$ cat config.mk
export PLATFORM = sky130hd
export DESIGN_NAME = cpu_datapath
export DESIGN_NICKNAME = d
export VERILOG_FILES = /design/src/rtl/cpu_pkg.sv /design/src/rtl/cpu_alu_core.sv /design/src/rtl/cpu_datapath.sv
export SDC_FILE = /design/constraint.sdc
export NUM_CORES = 1
export LEC_CHECK = 0
export CORE_UTILIZATION = 30
export CTS_CLUSTER_DIAMETER = 30
export DETAILED_ROUTE_END_ITERATION = 6
export HOLD_SLACK_MARGIN = 0.05
export PLACE_DENSITY_LB_ADDON = 0.2
export SLEW_MARGIN = 15
export SYNTH_ARGS = -nofsm -noshare
export SYNTH_HDL_FRONTEND = slang
export SYNTH_SLANG_ARGS = --single-unit
$ cat constraint.sdc
create_clock -name i_clk -period 3.15 [get_ports i_clk]
set_input_delay 0.315 -clock i_clk [delete_from_list [all_inputs] [get_ports i_clk]]
set_output_delay 0.315 -clock i_clk [all_outputs]
set_load 0.01 [all_outputs]
$ cat src/rtl/cpu_pkg.sv
// Shared constants for the 8-bit CPU datapath: widths, ALU opcodes, flag bit
// positions and reset values.
package cpu_pkg;

  localparam int unsigned DATA_W = 8;
  localparam int unsigned ADDR_W = 16;
  localparam int unsigned OP_W   = 4;

  localparam logic [OP_W-1:0] ALU_ADD   = 4'h0;
  localparam logic [OP_W-1:0] ALU_SUB   = 4'h1;
  localparam logic [OP_W-1:0] ALU_AND   = 4'h2;
  localparam logic [OP_W-1:0] ALU_OR    = 4'h3;
  localparam logic [OP_W-1:0] ALU_XOR   = 4'h4;
  localparam logic [OP_W-1:0] ALU_NOT   = 4'h5;
  localparam logic [OP_W-1:0] ALU_SHL   = 4'h6;
  localparam logic [OP_W-1:0] ALU_SHR   = 4'h7;
  localparam logic [OP_W-1:0] ALU_INC   = 4'h8;
  localparam logic [OP_W-1:0] ALU_DEC   = 4'h9;
  localparam logic [OP_W-1:0] ALU_CMP   = 4'hA;
  localparam logic [OP_W-1:0] ALU_PASSB = 4'hB;

  localparam int unsigned FLAG_C = 0;
  localparam int unsigned FLAG_Z = 1;
  localparam int unsigned FLAG_N = 2;
  localparam int unsigned FLAG_V = 3;

  localparam logic [DATA_W-1:0] REG_RESET        = 8'h00;
  localparam logic [DATA_W-1:0] SP_RESET_DEFAULT = 8'hFF;
  localparam logic [ADDR_W-1:0] PC_RESET         = 16'h0000;

  // Assemble a flags byte; upper nibble always reads as zero
  function automatic logic [DATA_W-1:0] pack_flags(input logic c, input logic z,
                                                   input logic n, input logic v);
    logic [DATA_W-1:0] f;
    f         = '0;
    f[FLAG_C] = c;
    f[FLAG_Z] = z;
    f[FLAG_N] = n;
    f[FLAG_V] = v;
    return f;
  endfunction

endpackage

$ cat src/rtl/cpu_alu_core.sv
// Registered 8-bit ALU: A = accumulator, B = memory data; result/flags latch on
// start and done pulses for one cycle. Signed overflow flag when ALU_OVF_FLAG_EN.
module cpu_alu_core
  import cpu_pkg::*;
(
  input  logic              i_clk,
  input  logic              i_reset,
  input  logic              i_start,
  input  logic [OP_W-1:0]   i_op,
  input  logic [DATA_W-1:0] i_a,
  input  logic [DATA_W-1:0] i_b,
  output logic [DATA_W-1:0] o_result,
  output logic [DATA_W-1:0] o_flags,
  output logic              o_done
);

  logic [DATA_W:0]   w_sum;
  logic [DATA_W:0]   w_diff;
  logic [DATA_W:0]   w_inc;
  logic [DATA_W:0]   w_dec;
  logic [DATA_W-1:0] w_res;
  logic [DATA_W-1:0] w_zn_src;
  logic              w_c;
  logic              w_v;

  // Carry/borrow land in bit 8 of each 9-bit intermediate
  assign w_sum  = {1'b0, i_a} + {1'b0, i_b};
  assign w_diff = {1'b0, i_a} - {1'b0, i_b};
  assign w_inc  = {1'b0, i_a} + 9'd1;
  assign w_dec  = {1'b0, i_a} - 9'd1;

  always_comb begin
    w_res    = '0;
    w_c      = 1'b0;
    w_v      = 1'b0;
    case (i_op)
      ALU_ADD:   begin w_res = w_sum[DATA_W-1:0];  w_c = w_sum[DATA_W];  end
      ALU_SUB:   begin w_res = w_diff[DATA_W-1:0]; w_c = w_diff[DATA_W]; end
      ALU_AND:   w_res = i_a & i_b;
      ALU_OR:    w_res = i_a | i_b;
      ALU_XOR:   w_res = i_a ^ i_b;
      ALU_NOT:   w_res = ~i_a;
      ALU_SHL:   begin w_res = {i_a[DATA_W-2:0], 1'b0}; w_c = i_a[DATA_W-1]; end
      ALU_SHR:   begin w_res = {1'b0, i_a[DATA_W-1:1]}; w_c = i_a[0]; end
      ALU_INC:   begin w_res = w_inc[DATA_W-1:0];  w_c = w_inc[DATA_W];  end
      ALU_DEC:   begin w_res = w_dec[DATA_W-1:0];  w_c = w_dec[DATA_W];  end
      ALU_CMP:   begin w_res = i_a;                w_c = w_diff[DATA_W]; end
      ALU_PASSB: w_res = i_b;
      default:   w_res = '0;
    endcase
`ifdef ALU_OVF_FLAG_EN
    case (i_op)
      ALU_ADD: w_v = (i_a[7] == i_b[7]) && (w_sum[7] != i_a[7]);
      ALU_SUB,
      ALU_CMP: w_v = (i_a[7] != i_b[7]) && (w_diff[7] != i_a[7]);
      ALU_INC: w_v = ~i_a[7] & w_inc[7];
      ALU_DEC: w_v = i_a[7] & ~w_dec[7];
      default: w_v = 1'b0;
    endcase
`else
    w_v = 1'b0;
`endif
    // CMP reports Z/N from the difference while returning A unchanged
    w_zn_src = (i_op == ALU_CMP) ? w_diff[DATA_W-1:0] : w_res;
  end

  always_ff @(posedge i_clk) begin
    if (i_reset) begin
      o_result <= '0;
      o_flags  <= '0;
      o_done   <= 1'b0;
    end else begin
      o_done <= i_start;
      if (i_start) begin
        o_result <= w_res;
        o_flags  <= pack_flags(w_c, (w_zn_src == '0), w_zn_src[DATA_W-1], w_v);
      end
    end
  end

endmodule

$ cat src/rtl/cpu_datapath.sv
// 8-bit CPU datapath: architectural register file, 16-bit PC and registered ALU.
// Optional signed-overflow flag via ALU_OVF_FLAG_EN (handled in cpu_alu_core).
module cpu_datapath
  import cpu_pkg::*;
#(
  parameter logic [7:0] SP_RESET = SP_RESET_DEFAULT
) (
  input  logic              i_clk,
  input  logic              i_reset,
  input  logic [DATA_W-1:0] i_data_in,
  input  logic              i_acc_write,
  input  logic              i_acc_from_alu,
  input  logic              i_x_write,
  input  logic              i_y_write,
  input  logic              i_sp_write,
  input  logic              i_ir_write,
  input  logic              i_flags_write,
  input  logic              i_pc_write,
  input  logic              i_pc_load,
  input  logic              i_pc_inc,
  input  logic [ADDR_W-1:0] i_pc_direct,
  input  logic              i_alu_start,
  input  logic [OP_W-1:0]   i_alu_operation,
  output logic [DATA_W-1:0] o_acc_out,
  output logic [DATA_W-1:0] o_x_out,
  output logic [DATA_W-1:0] o_y_out,
  output logic [DATA_W-1:0] o_sp_out,
  output logic [DATA_W-1:0] o_ir_out,
  output logic [DATA_W-1:0] o_flags_out,
  output logic [ADDR_W-1:0] o_pc_out,
  output logic [ADDR_W-1:0] o_addr_bus,
  output logic [DATA_W-1:0] o_alu_result,
  output logic [DATA_W-1:0] o_alu_flags,
  output logic              o_alu_done
);

  logic [DATA_W-1:0] r_acc, r_x, r_y, r_sp, r_ir, r_flags;
  logic [ADDR_W-1:0] r_pc;
  logic [DATA_W-1:0] w_alu_result, w_alu_flags;
  logic              w_alu_done;

  cpu_alu_core u_alu (
    .i_clk    (i_clk),
    .i_reset  (i_reset),
    .i_start  (i_alu_start),
    .i_op     (i_alu_operation),
    .i_a      (r_acc),
    .i_b      (i_data_in),
    .o_result (w_alu_result),
    .o_flags  (w_alu_flags),
    .o_done   (w_alu_done)
  );

  // Register file; flags_write outranks the ALU flag update from acc_write
  always_ff @(posedge i_clk) begin
    if (i_reset) begin
      r_acc   <= REG_RESET;
      r_x     <= REG_RESET;
      r_y     <= REG_RESET;
      r_sp    <= SP_RESET;
      r_ir    <= REG_RESET;
      r_flags <= REG_RESET;
    end else begin
      if (i_acc_write) r_acc <= i_acc_from_alu ? w_alu_result : i_data_in;
      if (i_x_write)   r_x   <= i_data_in;
      if (i_y_write)   r_y   <= i_data_in;
      if (i_sp_write)  r_sp  <= i_data_in;
      if (i_ir_write)  r_ir  <= i_data_in;
      if (i_flags_write)                     r_flags <= i_data_in;
      else if (i_acc_write && i_acc_from_alu) r_flags <= w_alu_flags;
    end
  end

  // PC priority: absolute load, then low-byte write, then increment (wraps)
  always_ff @(posedge i_clk) begin
    if (i_reset)         r_pc <= PC_RESET;
    else if (i_pc_load)  r_pc <= i_pc_direct;
    else if (i_pc_write) r_pc <= {r_pc[ADDR_W-1:DATA_W], i_data_in};
    else if (i_pc_inc)   r_pc <= r_pc + 16'd1;
  end

  assign o_acc_out    = r_acc;
  assign o_x_out      = r_x;
  assign o_y_out      = r_y;
  assign o_sp_out     = r_sp;
  assign o_ir_out     = r_ir;
  assign o_flags_out  = r_flags;
  assign o_pc_out     = r_pc;
  assign o_addr_bus   = r_pc;
  assign o_alu_result = w_alu_result;
  assign o_alu_flags  = w_alu_flags;
  assign o_alu_done   = w_alu_done;

endmodule

* Word-level counts from Yosys, hierarchy flattened
Cells that the tools add are included.
** Word-level totals
- Register bits after elaboration :: 76
- Word-level logic and storage cells :: 49
** Operators by class
- Add/subtract/negate cells :: 5
- Equal/unequal tests :: 12
- Mux-type cells :: 9
- Bitwise gates (word level) :: 4
- Reductions and logical operators :: 8
** Operators by type and width (count)
- $pmux W8 S12 :: 1
- $mux W16 :: 3
- $mux W8 :: 4
- $add A16 B1 Y16 const B :: 1
- $eq A4 B3 Y1 const B :: 4
- $eq A4 B4 Y1 const B :: 4
- $add A8 B1 Y9 const B :: 1
- $add A8 B8 Y9 :: 1
- $sub A8 B1 Y9 const B :: 1
- $sub A8 B8 Y9 :: 1
- $and A8 B8 Y8 :: 1
- $eq A4 B2 Y1 const B :: 2
- $logic_not A8 Y1 :: 1
- $not A8 Y8 :: 1
- $or A8 B8 Y8 :: 1
- $xor A8 B8 Y8 :: 1
- $pmux W1 S6 :: 1
- $eq A4 B1 Y1 const B :: 1
- $logic_not A4 Y1 :: 1
- $reduce_bool A2 Y1 :: 2
- $reduce_bool A3 Y1 :: 1
- $ne A2 B1 Y1 const B :: 1
- $reduce_and A2 Y1 :: 1
- $reduce_or A2 Y1 :: 1
- $logic_and A1 B1 Y1 :: 1

* Logic depth before layout (Yosys ltp)
Gate-level depths: netlist of run 1.
- Depth after elaboration :: 4
- Mapped depth :: 12

* By module
A second synthesis of run 1 with hierarchy kept.
** Second synthesis, totals
- Cell total of the unflattened synthesis :: 714
- Area total of the unflattened synthesis :: 5816.8 µm²
** By module, submodules not included
- cpu_datapath :: times used 1, cells an instance 331, area each 3074.2 µm²
- cpu_alu_core :: times used 1, cells an instance 383, area each 2742.6 µm²

* Worst setup path after synthesis of run 1
OpenSTA, ideal clock, no wires.
- Path type :: flip-flop to flip-flop
- From :: register r_acc[1] (netlist: o_acc_out[1])
- To :: register u_alu.o_flags[1]
- Setup time :: 88 ps
- Data arrival time :: 2892 ps
- Data required time :: 3062 ps
- Slack :: 170 ps
- Cell stages (with the launch flop) :: 11
- Buffers on the path :: 1
- Cell sequence :: dfxtp_1 -> clkbuf_1 -> inv_1 -> ha_1 -> a211oi_2 -> nor4_1 -> or4b_1 -> a2111oi_2 -> and4_1 -> a21oi_1 -> o32ai_2
** On the way
- Longest elaborated chain between the ends :: 4
- Elaborated cells between the ends (all ways) :: 11
- Those cells by class :: add/sub (4); mux (2); bitwise (4); reduce/logical (1)
** Ends and longest elaborated chain
- from (decl) :: line cpu_datapath.sv:37 : logic [DATA_W-1:0] r_acc, r_x, r_y, r_sp, r_ir, r_flags;
- from (signal assigned) :: line cpu_datapath.sv:64 : if (i_acc_write) r_acc <= i_acc_from_alu ? w_alu_result : i_data_in;
- $sub A8 B1 Y9 (tied with other cells) :: line cpu_alu_core.sv:30 : assign w_dec = {1'b0, i_a} - 9'd1;
- $pmux W8 S12 :: line cpu_alu_core.sv:36 : case (i_op)
- $mux W8 (*) :: line cpu_alu_core.sv:64 : w_zn_src = (i_op == ALU_CMP) ? w_diff[DATA_W-1:0] : w_res;
- $logic_not A8 Y1 (*) :: line cpu_alu_core.sv:76 : o_flags <= pack_flags(w_c, (w_zn_src == '0), w_zn_src[DATA_W-1], w_v);
- to (signal assigned) :: line cpu_alu_core.sv:76
- to (decl) :: line cpu_alu_core.sv:13 : output logic [DATA_W-1:0] o_flags,
Every way passes the cells marked *; elsewhere a longest branch is shown, timed or not.
A chain may end at the register's enable or synchronous reset.

* Worst setup path in the final report of run 1
- From :: register r_acc[4] (netlist: o_acc_out[4])
- To :: register u_alu.o_result[7]
** On the way
- Longest elaborated chain between the ends :: 2
- Elaborated cells between the ends (all ways) :: 5
- Those cells by class :: add/sub (4); mux (1)
** Ends and longest elaborated chain
- $sub A8 B1 Y9 (tied with other cells) :: line cpu_alu_core.sv:30
- $pmux W8 S12 (*) :: line cpu_alu_core.sv:36
- to (signal assigned) :: line cpu_alu_core.sv:75 : o_result <= w_res;
- to (decl) :: line cpu_alu_core.sv:12 : output logic [DATA_W-1:0] o_result,
Marked as above.

==> results.sh, run 1 <==
export IMPL_clock_path_buffers=2
export IMPL_grt_most_used_layer="met2"
export IMPL_yosys_area_share_simple_pct=25.4
export IMPL_track_usage_pct=21.6
export IMPL_clock_skew_ns=0.00590
export IMPL_grt_pass1_vias=5551
export IMPL_synth_xor_area_share_pct=2.32
export IMPL_core_area_mm2=0.0182
export IMPL_placed_area_mm2=0.00745
export IMPL_startpoint="o_acc_out[4]"
export IMPL_required_ns=3.34
export IMPL_synthMuxAreaShare_pct=10.3
export IMPL_grt_remaining_overflow=0
export IMPL_netlist_cell_type_count=71
export IMPL_async_flop_share_pct=0
export IMPL_rr_endpoint="u_alu.o_result[7]"
export IMPL_drc=0
export IMPL_maxCapViolCount=0
export IMPL_drv_slew=0
export IMPL_dieArea_mm2=0.0194
export IMPL_fin_nets=940
export IMPL_ir_drop_uv=356
export IMPL_netlist_instances=728
export IMPL_synth_most_common_cell="nor2_1"
export IMPL_ctsHoldBuffers=0
export IMPL_maxSlewHeadroom_pct=49.9
export IMPL_synth_seq_cells=76
export IMPL_leakage_nw=3.11
export IMPL_use_met2_pct=32.7
export IMPL_fmax_mhz=348
export IMPL_synth_top_family_by_area="simple AND/OR/NAND/NOR gates"
export IMPL_yosysTopAreaCellShare_pct=26.9
export IMPL_area_growth_pct=36.8
export IMPL_place_congestion=0.933
export IMPL_antenna_found_initial=1
export IMPL_cts_resized=0
export IMPL_tightest_slew_ns=0.752
export IMPL_crit_arrival_ns=3.06
export IMPL_drive_gt1_share_pct=12.3
export IMPL_cts_sinks=76
export IMPL_yosys_warnings=0
export IMPL_run_status="finished clean"
export IMPL_fin_crit_sh_pct=91.2
export IMPL_viasPerCell=5.29
export IMPL_clock_latency_ns=0.34
export IMPL_crit_type="register to register"
export IMPL_hold_viol=0
export IMPL_cts_tree="yes"
export IMPL_met3_usage_pct=5.09
export IMPL_num_vias=5849
export IMPL_ios=138
export IMPL_p_per_area_mw_per_mm2=393
export IMPL_worstSetupStartpointType="register"
export IMPL_grt_max_degree=68
export IMPL_tns_ns=0
export IMPL_r2r_start="o_acc_out[4]"
export IMPL_reg2reg_depth=11
export IMPL_synth_area_top_cells="dfxtp_1 (27%), mux2i_1 (9.7%), nor2_1 (7.2%), ha_1 (6.0%), buf_4 (3.3%)"
export IMPL_clock_root_buffer="clkbuf_16"
export IMPL_antenna_left=0
export IMPL_drt_iter0_drc=390
export IMPL_routed_wl_um=20600
export IMPL_yosys_top_cells_count="nor2_1 (108), dfxtp_1 (76), mux2i_1 (55), nand2_1 (48), clkbuf_1 (42)"
export IMPL_io_buffers=132
export IMPL_fin_hold_ws_ns=0.403
export IMPL_seq_area_frac_synth_pct=26.9
export IMPL_wire_per_inst_um=18.7
export IMPL_fin_cells=1105
export IMPL_htree_levels=3
export IMPL_r2r_setup_slack_ns=0.28
export IMPL_rsz0062_at_grt="no"
export IMPL_crit_path_max_fanout=11
export IMPL_dr_pass1_iters=5
export IMPL_cts_buffers=9
export IMPL_setup_viol=0
export IMPL_die_x_um=139
export IMPL_fp_row_count=49
export IMPL_final_util_pct=42.5
export IMPL_dp_cells=1088
export IMPL_synth_enable_flop_cells=0
export IMPL_die_height_um=139
export IMPL_hold_class="primary input to register"
export IMPL_use_met1_pct=29.6
export IMPL_ys_flop_type="dfxtp_1"
export IMPL_grt_first_pass_wirelength_um=32500
export IMPL_synth_compound_area_share_pct=18.8
export IMPL_clk_pin_slew_ns=0.06
export IMPL_synth_top_area_cell="dfxtp_1"
export IMPL_postCtsSetupRepairBufs=0
export IMPL_start_util_pct=31.1
export IMPL_synth_area_mm2=0.00566
export IMPL_endpoint="u_alu.o_result[7]"
export IMPL_hpwlAfterDp_um=15700
export IMPL_post_route_min_period_ns=2.87
export IMPL_avgSynthCellArea_um2=7.78
export IMPL_endpoint_kind="register"
export IMPL_fin_area_mm2=0.00775
export IMPL_synthAdderAreaFrac_pct=6.68
[registers in the layout, indices dropped and copies added, names as in the netlist]
signal          flops
o_acc_out           8
o_addr_bus         16
o_flags_out         8
o_ir_out            8
o_sp_out            8
o_x_out             8
o_y_out             8
u_alu.o_done        1
u_alu.o_flags       3
u_alu.o_result      8
[power by group]
group / internal, W / total (W) / switching (W)
sequential: 0.00102 / 0.00108 / 0.0000536
clock: 0.000637 / 0.00103 / 0.000397
combinational: 0.000449 / 0.000932 / 0.000483
[stage by stage]
step / power, W / setup slack (ns)
2_1_floorplan: 0.00160 / 0.170
3_3_place_gp: 0.00203 / -0.0326
3_5_place_dp: 0.00202 / -0.0464
4_1_cts: 0.00308 / 0.242
5_1_grt: 0.00321 / 0.0225
6_report: 0.00304 / 0.277
[layout by cell type (no fill, tap or decap), types with 5 or more instances in the layout]
cell type,n
clkdlybuf4s50_1,131
nor2_1,108
buf_4,78
dfxtp_1,76
mux2i_1,55
nand2_1,48
a21oi_1,35
ha_1,27
inv_1,25
a211oi_1,23
o21ai_0,23
nor2b_1,21
nor3_1,17
nand3_1,16
xnor2_1,10
nand2b_1,10
nand4_1,9
clkbuf_16,9
a22oi_1,8
o211ai_1,8
or3_1,7
and3_1,5
nor4b_1,5
nor3b_1,5
a2111oi_0,5
o32ai_1,5
a32oi_1,5
xor2_1,5
conb_1,5
[routing by layer]
layer	up-vias	wire (um)
li1	2864	-
met1	2743	9660
met2	212	8880
met3	30	1580
met4	0	501
met5	-	0
[critical path: stages, from the launching register on]
cell,delay [ns]
dfxtp_1,0.58
inv_1,0.09
ha_1,0.30
buf_4,0.18
nor3_1,0.07
a2111oi_0,0.49
buf_4,0.21
o21bai_1,0.06
a21o_1,0.21
xnor2_1,0.13
a221oi_1,0.29
a211oi_1,0.11
[worst min path at each step]
stage	from	to	slack (ns)	cells after the start
2_1_floorplan	i_pc_direct[10]	o_addr_bus[10]	0.46	2
3_3_place_gp	o_sp_out[3]	o_sp_out[3]	0.46	2
3_5_place_dp	o_sp_out[0]	o_sp_out[0]	0.46	2
4_1_cts	i_reset	o_sp_out[0]	0.40	3
5_1_grt	i_reset	o_sp_out[7]	0.42	3
6_report	i_reset	o_sp_out[4]	0.40	3
[cell families after synthesis]
family / Yosys count
AO/OA/AOI/OAI: 153
XOR/XNOR: 15
adder cells (fa/ha/maj): 29
buffers and inverters: 111
flip-flops: 76
multiplexers: 58
other: 1
AND/OR/NAND/NOR: 285
[cell type report]
type	count	area (um^2)
Multi-Input combinational cell	545	3620
Inverter	27	101
Tap cell	229	287
Timing Repair Buffer	211	1920
Antenna cell	1	2.50
Clock inverter	3	46.3
Sequential cell	76	1520
Fill cell	1871	10500
Clock buffer	13	250
No activity file was read; power rests on OpenSTA's default activity.
==> run 2: changes to the inputs <==
- HOLD_SLACK_MARGIN: 0.05 -> 0.1
- MAX_ROUTING_LAYER: unset -> met4
==> run 2 against run 1 <==
Against the previous run:
- register-to-register slack barely moved
- setup slack got worse by 0.018 ns
- die area unchanged
- cell area shrank 0.31%
- first-iteration DRC count up 4.1%
- critical path type is now primary input to register
- via count down 1.1%
- largest cell class unchanged
- total power fell by 0.61%
- non-clock buffer count is 3 lower
- final cell count decreased by 0.36%
==> results.sh, run 2 (synthesized netlist as in run 1, its figures left out) <==
export IMPL_clock_root_buffer="clkbuf_16"
export IMPL_start_util_pct=31.1
export IMPL_cts_buffers=9
export IMPL_tightest_slew_ns=0.757
export IMPL_num_fill_cells=1808
export IMPL_register_area_mm2=0.00152
export IMPL_drt_iter0_drc=406
export IMPL_path_buf_inv=2
export IMPL_antenna_left=0
export IMPL_viasPerCell=5.25
export IMPL_num_vias=5785
export IMPL_crit_type="primary input to register"
export IMPL_die_height_um=139
export IMPL_fin_cells=1101
export IMPL_startpoint="i_data_in[1]"
export IMPL_leakage_nw=3.10
export IMPL_drv_slew=0
export IMPL_area_growth_pct=36.4
export IMPL_fin_area_mm2=0.00772
export IMPL_fin_nets=937
export IMPL_track_usage_pct=22.1
export IMPL_antenna_found_initial=0
export IMPL_grt_max_degree=68
export IMPL_mostFrequentLayoutCell="clkdlybuf4s50_1"
export IMPL_rsz0062_at_grt="no"
export IMPL_io_buffers=132
export IMPL_fp_row_count=49
export IMPL_die_x_um=139
export IMPL_rr_endpoint="u_alu.o_flags[1]"
export IMPL_dieArea_mm2=0.0194
export IMPL_routed_wl_um=20700
export IMPL_clock_skew_ns=0.00262
export IMPL_endpoint="u_alu.o_flags[1]"
export IMPL_setup_viol=0
export IMPL_mostFrequentLayoutCells="clkdlybuf4s50_1 (131), nor2_1 (108), dfxtp_1 (76)"
export IMPL_largest_reg_flops=16
export IMPL_maxSlewHeadroom_pct=49.4
export IMPL_grt_remaining_overflow=0
export IMPL_maxCapViolCount=0
export IMPL_placed_area_mm2=0.00744
export IMPL_hold_viol=0
export IMPL_reg2reg_depth=9
export IMPL_hp_start="i_reset"
export IMPL_htree_levels=3
export IMPL_dp_cells=1085
export IMPL_cts_tree="yes"
export IMPL_hold_class="primary input to register"
export IMPL_crit_arrival_ns=3.14
export IMPL_r2r_setup_slack_ns=0.27
export IMPL_core_area_mm2=0.0182
export IMPL_grt_pass1_vias=5513
export IMPL_drc=0
export IMPL_drive_gt1_share_pct=12.2
export IMPL_place_congestion=0.925
export IMPL_ir_drop_uv=343
export IMPL_r2r_start="o_acc_out[1]"
export IMPL_endpoint_kind="register"
export IMPL_cp_depth=10
export IMPL_ctsHoldBuffers=0
export IMPL_p_per_area_mw_per_mm2=392
export IMPL_fin_crit_sh_pct=91.8
export IMPL_ios=138
export IMPL_clock_latency_ns=0.34
export IMPL_run_status="finished clean"
export IMPL_post_route_min_period_ns=2.89
export IMPL_required_ns=3.40
export IMPL_clk_pin_slew_ns=0.06
export IMPL_clock_path_buffers=2
export IMPL_num_antenna_cells=0
export IMPL_dr_pass1_iters=5
export IMPL_crit_family="compound AO/OA/AOI/OAI gates"
export IMPL_worstSetupStartpointType="primary input"
export IMPL_cts_resized=0
export IMPL_fmax_mhz=346
export IMPL_tns_ns=0
export IMPL_wire_per_inst_um=18.8
export IMPL_slowest_delay_ns=0.52
export IMPL_path_cells="clkdlybuf4s50_1, inv_1, ha_1, a211oi_2, nor4_1, or4b_1, a2111oi_2, and4_1, a21oi_1, o32ai_2"
export IMPL_postCtsSetupRepairBufs=0
export IMPL_crit_path_max_fanout=4
export IMPL_multiInputGateArea_mm2=0.00362
export IMPL_grt_first_pass_wirelength_um=32200
export IMPL_fin_hold_ws_ns=0.410
export IMPL_crit_slowest_cell="or4b_1"
export IMPL_hpwlAfterDp_um=15500
export IMPL_cts_sinks=76
==> run 2: cell types whose count changed in the layout (fill, tap and decap cells not counted), sizes merged <==
| cell | delta |
|---|---|
| clkinv | +2 |
| buf | -3 |
| clkbuf | -2 |
| diode | -1 |
==> run 2: worst min path at each step <==
stage | slack (ns) | depth (start not counted) | end
after floorplan | 0.46 | 2 | o_addr_bus[10]
after global placement | 0.45 | 2 | o_sp_out[3]
after detailed placement | 0.46 | 2 | o_sp_out[7]
after CTS | 0.39 | 3 | o_sp_out[0]
after global routing | 0.42 | 3 | o_sp_out[0]
final | 0.41 | 3 | o_sp_out[7]
==> run 2: routing by layer <==
layer | wire (um) | GRT usage (%) | up-vias
met5 | 0 | - | -
li1 | - | - | 2850
met1 | 10000 | 30.0 | 2686
met3 | 1360 | 4.65 | 29
met2 | 8810 | 31.9 | 220
met4 | 515 | 8.07 | 0
==> run 2: power by group <==
part | switching, W | total (W) | internal (W)
combinational | 0.000484 | 0.000933 | 0.000450
clock | 0.000404 | 0.00101 | 0.000610
sequential | 0.0000540 | 0.00108 | 0.00102
total | 0.000942 | 0.00303 | 0.00208
==> run 2: cell type report <==
cell class,count,area share (%)
sequential,76,19.7
timing repair buffer,208,24.8
multi-input combinational,545,46.8
tap,229,3.71
clock inverter,5,0.680
inverter,27,1.31
clock buffer,11,3.01
==> run 2: tightest hold or removal path: stages <==
cell,delay (ns)
buf_2,0.11
clkinv_1,0.20
nand2_1,0.07
==> run 2: metrics by stage <==
step | total power [W] | worst slack [ns] | util (%)
after floorplan | 0.00160 | 0.170 | -
after global placement | 0.00203 | -0.0805 | 40.8
after detailed placement | 0.00202 | -0.0792 | 40.8
after CTS | 0.00305 | 0.278 | 42.4
after global routing | 0.00319 | 0.0259 | 42.4
final | 0.00303 | 0.259 | 42.4
==> run 3: changes to the inputs <==
- DONT_BUFFER_PORTS: unset -> 1
- SKIP_CTS_REPAIR_TIMING: unset -> 1
==> run 3 against run 2 <==
Against the previous run:
- largest power group unchanged
- largest cell class unchanged
- critical path depth did not move
- die area did not move
- sequential share of layout area rose by 5.6 points
- total power fell by 12%
- final cell count fell by 17%
- sequential power rose by 4%
- core utilization fell by 9.4 points
- combinational power fell by 40%
- maximum frequency rose by 0.76%
- setup slack improved by 0.022 ns
- global-route usage fell by 0.53 points
==> results.sh, run 3 (synthesized netlist as in run 1, its figures left out) <==
export IMPL_run_status="finished clean"
export IMPL_mostFrequentLayoutCell="nor2_1"
export IMPL_clock_root_buffer="clkbuf_16"
export IMPL_hold_viol=0
export IMPL_viasPerCell=5.74
export IMPL_place_congestion=0.950
export IMPL_endpoint_kind="register"
export IMPL_tns_ns=0
export IMPL_drive_gt1_share_pct=7.39
export IMPL_antenna_left=0
export IMPL_clock_latency_ns=0.34
export IMPL_die_x_um=139
export IMPL_htree_levels=3
export IMPL_ir_drop_uv=402
export IMPL_final_util_pct=33.0
export IMPL_core_area_mm2=0.0182
export IMPL_fin_crit_sh_pct=91.1
export IMPL_num_antenna_cells=0
export IMPL_dr_pass1_iters=4
export IMPL_rsz0062_at_grt="no"
export IMPL_hold_class="primary input to register"
export IMPL_routed_wl_um=20700
export IMPL_tightest_slew_ns=0.827
export IMPL_p_per_area_mw_per_mm2=441
export IMPL_maxCapViolCount=0
export IMPL_crit_type="register to register"
export IMPL_leakage_nw=2.35
export IMPL_clock_skew_ns=0.00619
export IMPL_grt_first_pass_wirelength_um=31000
export IMPL_clk_pin_slew_ns=0.06
export IMPL_cts_buffers=9
export IMPL_fin_nets=755
export IMPL_drc=0
export IMPL_io_buffers=0
export IMPL_r2r_setup_slack_ns=0.28
export IMPL_crit_arrival_ns=3.13
export IMPL_start_util_pct=31.1
export IMPL_required_ns=3.41
export IMPL_hpwlAfterDp_um=14800
export IMPL_cts_tree="yes"
export IMPL_mostFrequentLayoutCells="nor2_1 (108), dfxtp_1 (76), mux2i_1 (55)"
export IMPL_fmax_mhz=349
export IMPL_grt_max_degree=69
export IMPL_dieArea_mm2=0.0194
export IMPL_cts_sinks=76
export IMPL_worstSetupStartpointType="register"
export IMPL_ios=138
export IMPL_wire_per_inst_um=22.5
export IMPL_drv_slew=0
export IMPL_clock_path_buffers=2
export IMPL_largest_reg_flops=16
export IMPL_grt_remaining_overflow=0
export IMPL_crit_path_max_fanout=4
export IMPL_setup_viol=0
export IMPL_num_vias=5274
export IMPL_fp_row_count=49
export IMPL_grt_pass1_vias=5170
export IMPL_post_route_min_period_ns=2.87
export IMPL_track_usage_pct=21.6
export IMPL_maxSlewHeadroom_pct=44.2
export IMPL_die_height_um=139
export IMPL_antenna_found_initial=0
export IMPL_area_growth_pct=6.19
export IMPL_drt_iter0_drc=465
## run 3: path summary, 6_finish.rpt
path,startpoint,to,cells after the start
worst max-delay path,o_acc_out[0],u_alu.o_flags[1],10
worst min-delay path,i_sp_write,o_sp_out[2],2
worst max register to register,o_acc_out[0],u_alu.o_flags[1],10
worst min register to register,o_acc_out[2],o_acc_out[2],2
## run 3: where the power goes
group	switching [W]	internal (W)	leakage, nW
Combinational	0.000323	0.000238	1.59
Sequential	0.0000998	0.00102	0.628
Clock	0.000430	0.000534	0.127
Total	0.000853	0.00180	2.35
## run 3: cell type report
cell class	instances	area (um^2)
clock buffer	12	236
clock inverter	4	26.3
fill	1909	12200
inverter	27	101
multi-input combinational	545	3620
sequential	76	1520
tap	229	287
timing repair buffer	26	223
## run 3: metrics by stage
step	setup slack [ns]	area, um^2	total power, W	hold WS, ns	instances
after floorplan	0.170	5680	0.00160	0.458	732
after detailed placement	0.317	5690	0.00167	0.395	899
final	0.281	6010	0.00265	0.107	919
after global placement	0.353	5690	0.00167	0.393	899
after global routing	0.00890	6010	0.00277	0.113	919
after CTS	0.309	5950	0.00264	0.0271	915
## run 3: layer usage
layer  track usage, %  share of wire, %
met1             25.9                42
met2             33.4                46
met3             6.37               9.2
met4             9.24               3.4
met5                -                 0
## run 3: critical path: stages (launching register included)
cell      delay (ns)
dfxtp_1         0.35
inv_1           0.12
ha_1            0.24
fa_1            0.45
nor3_1          0.27
nor3_1          0.13
a221oi_1        0.24
o21ai_0         0.14
or3_1           0.35
o31a_1          0.26
o32ai_2         0.24
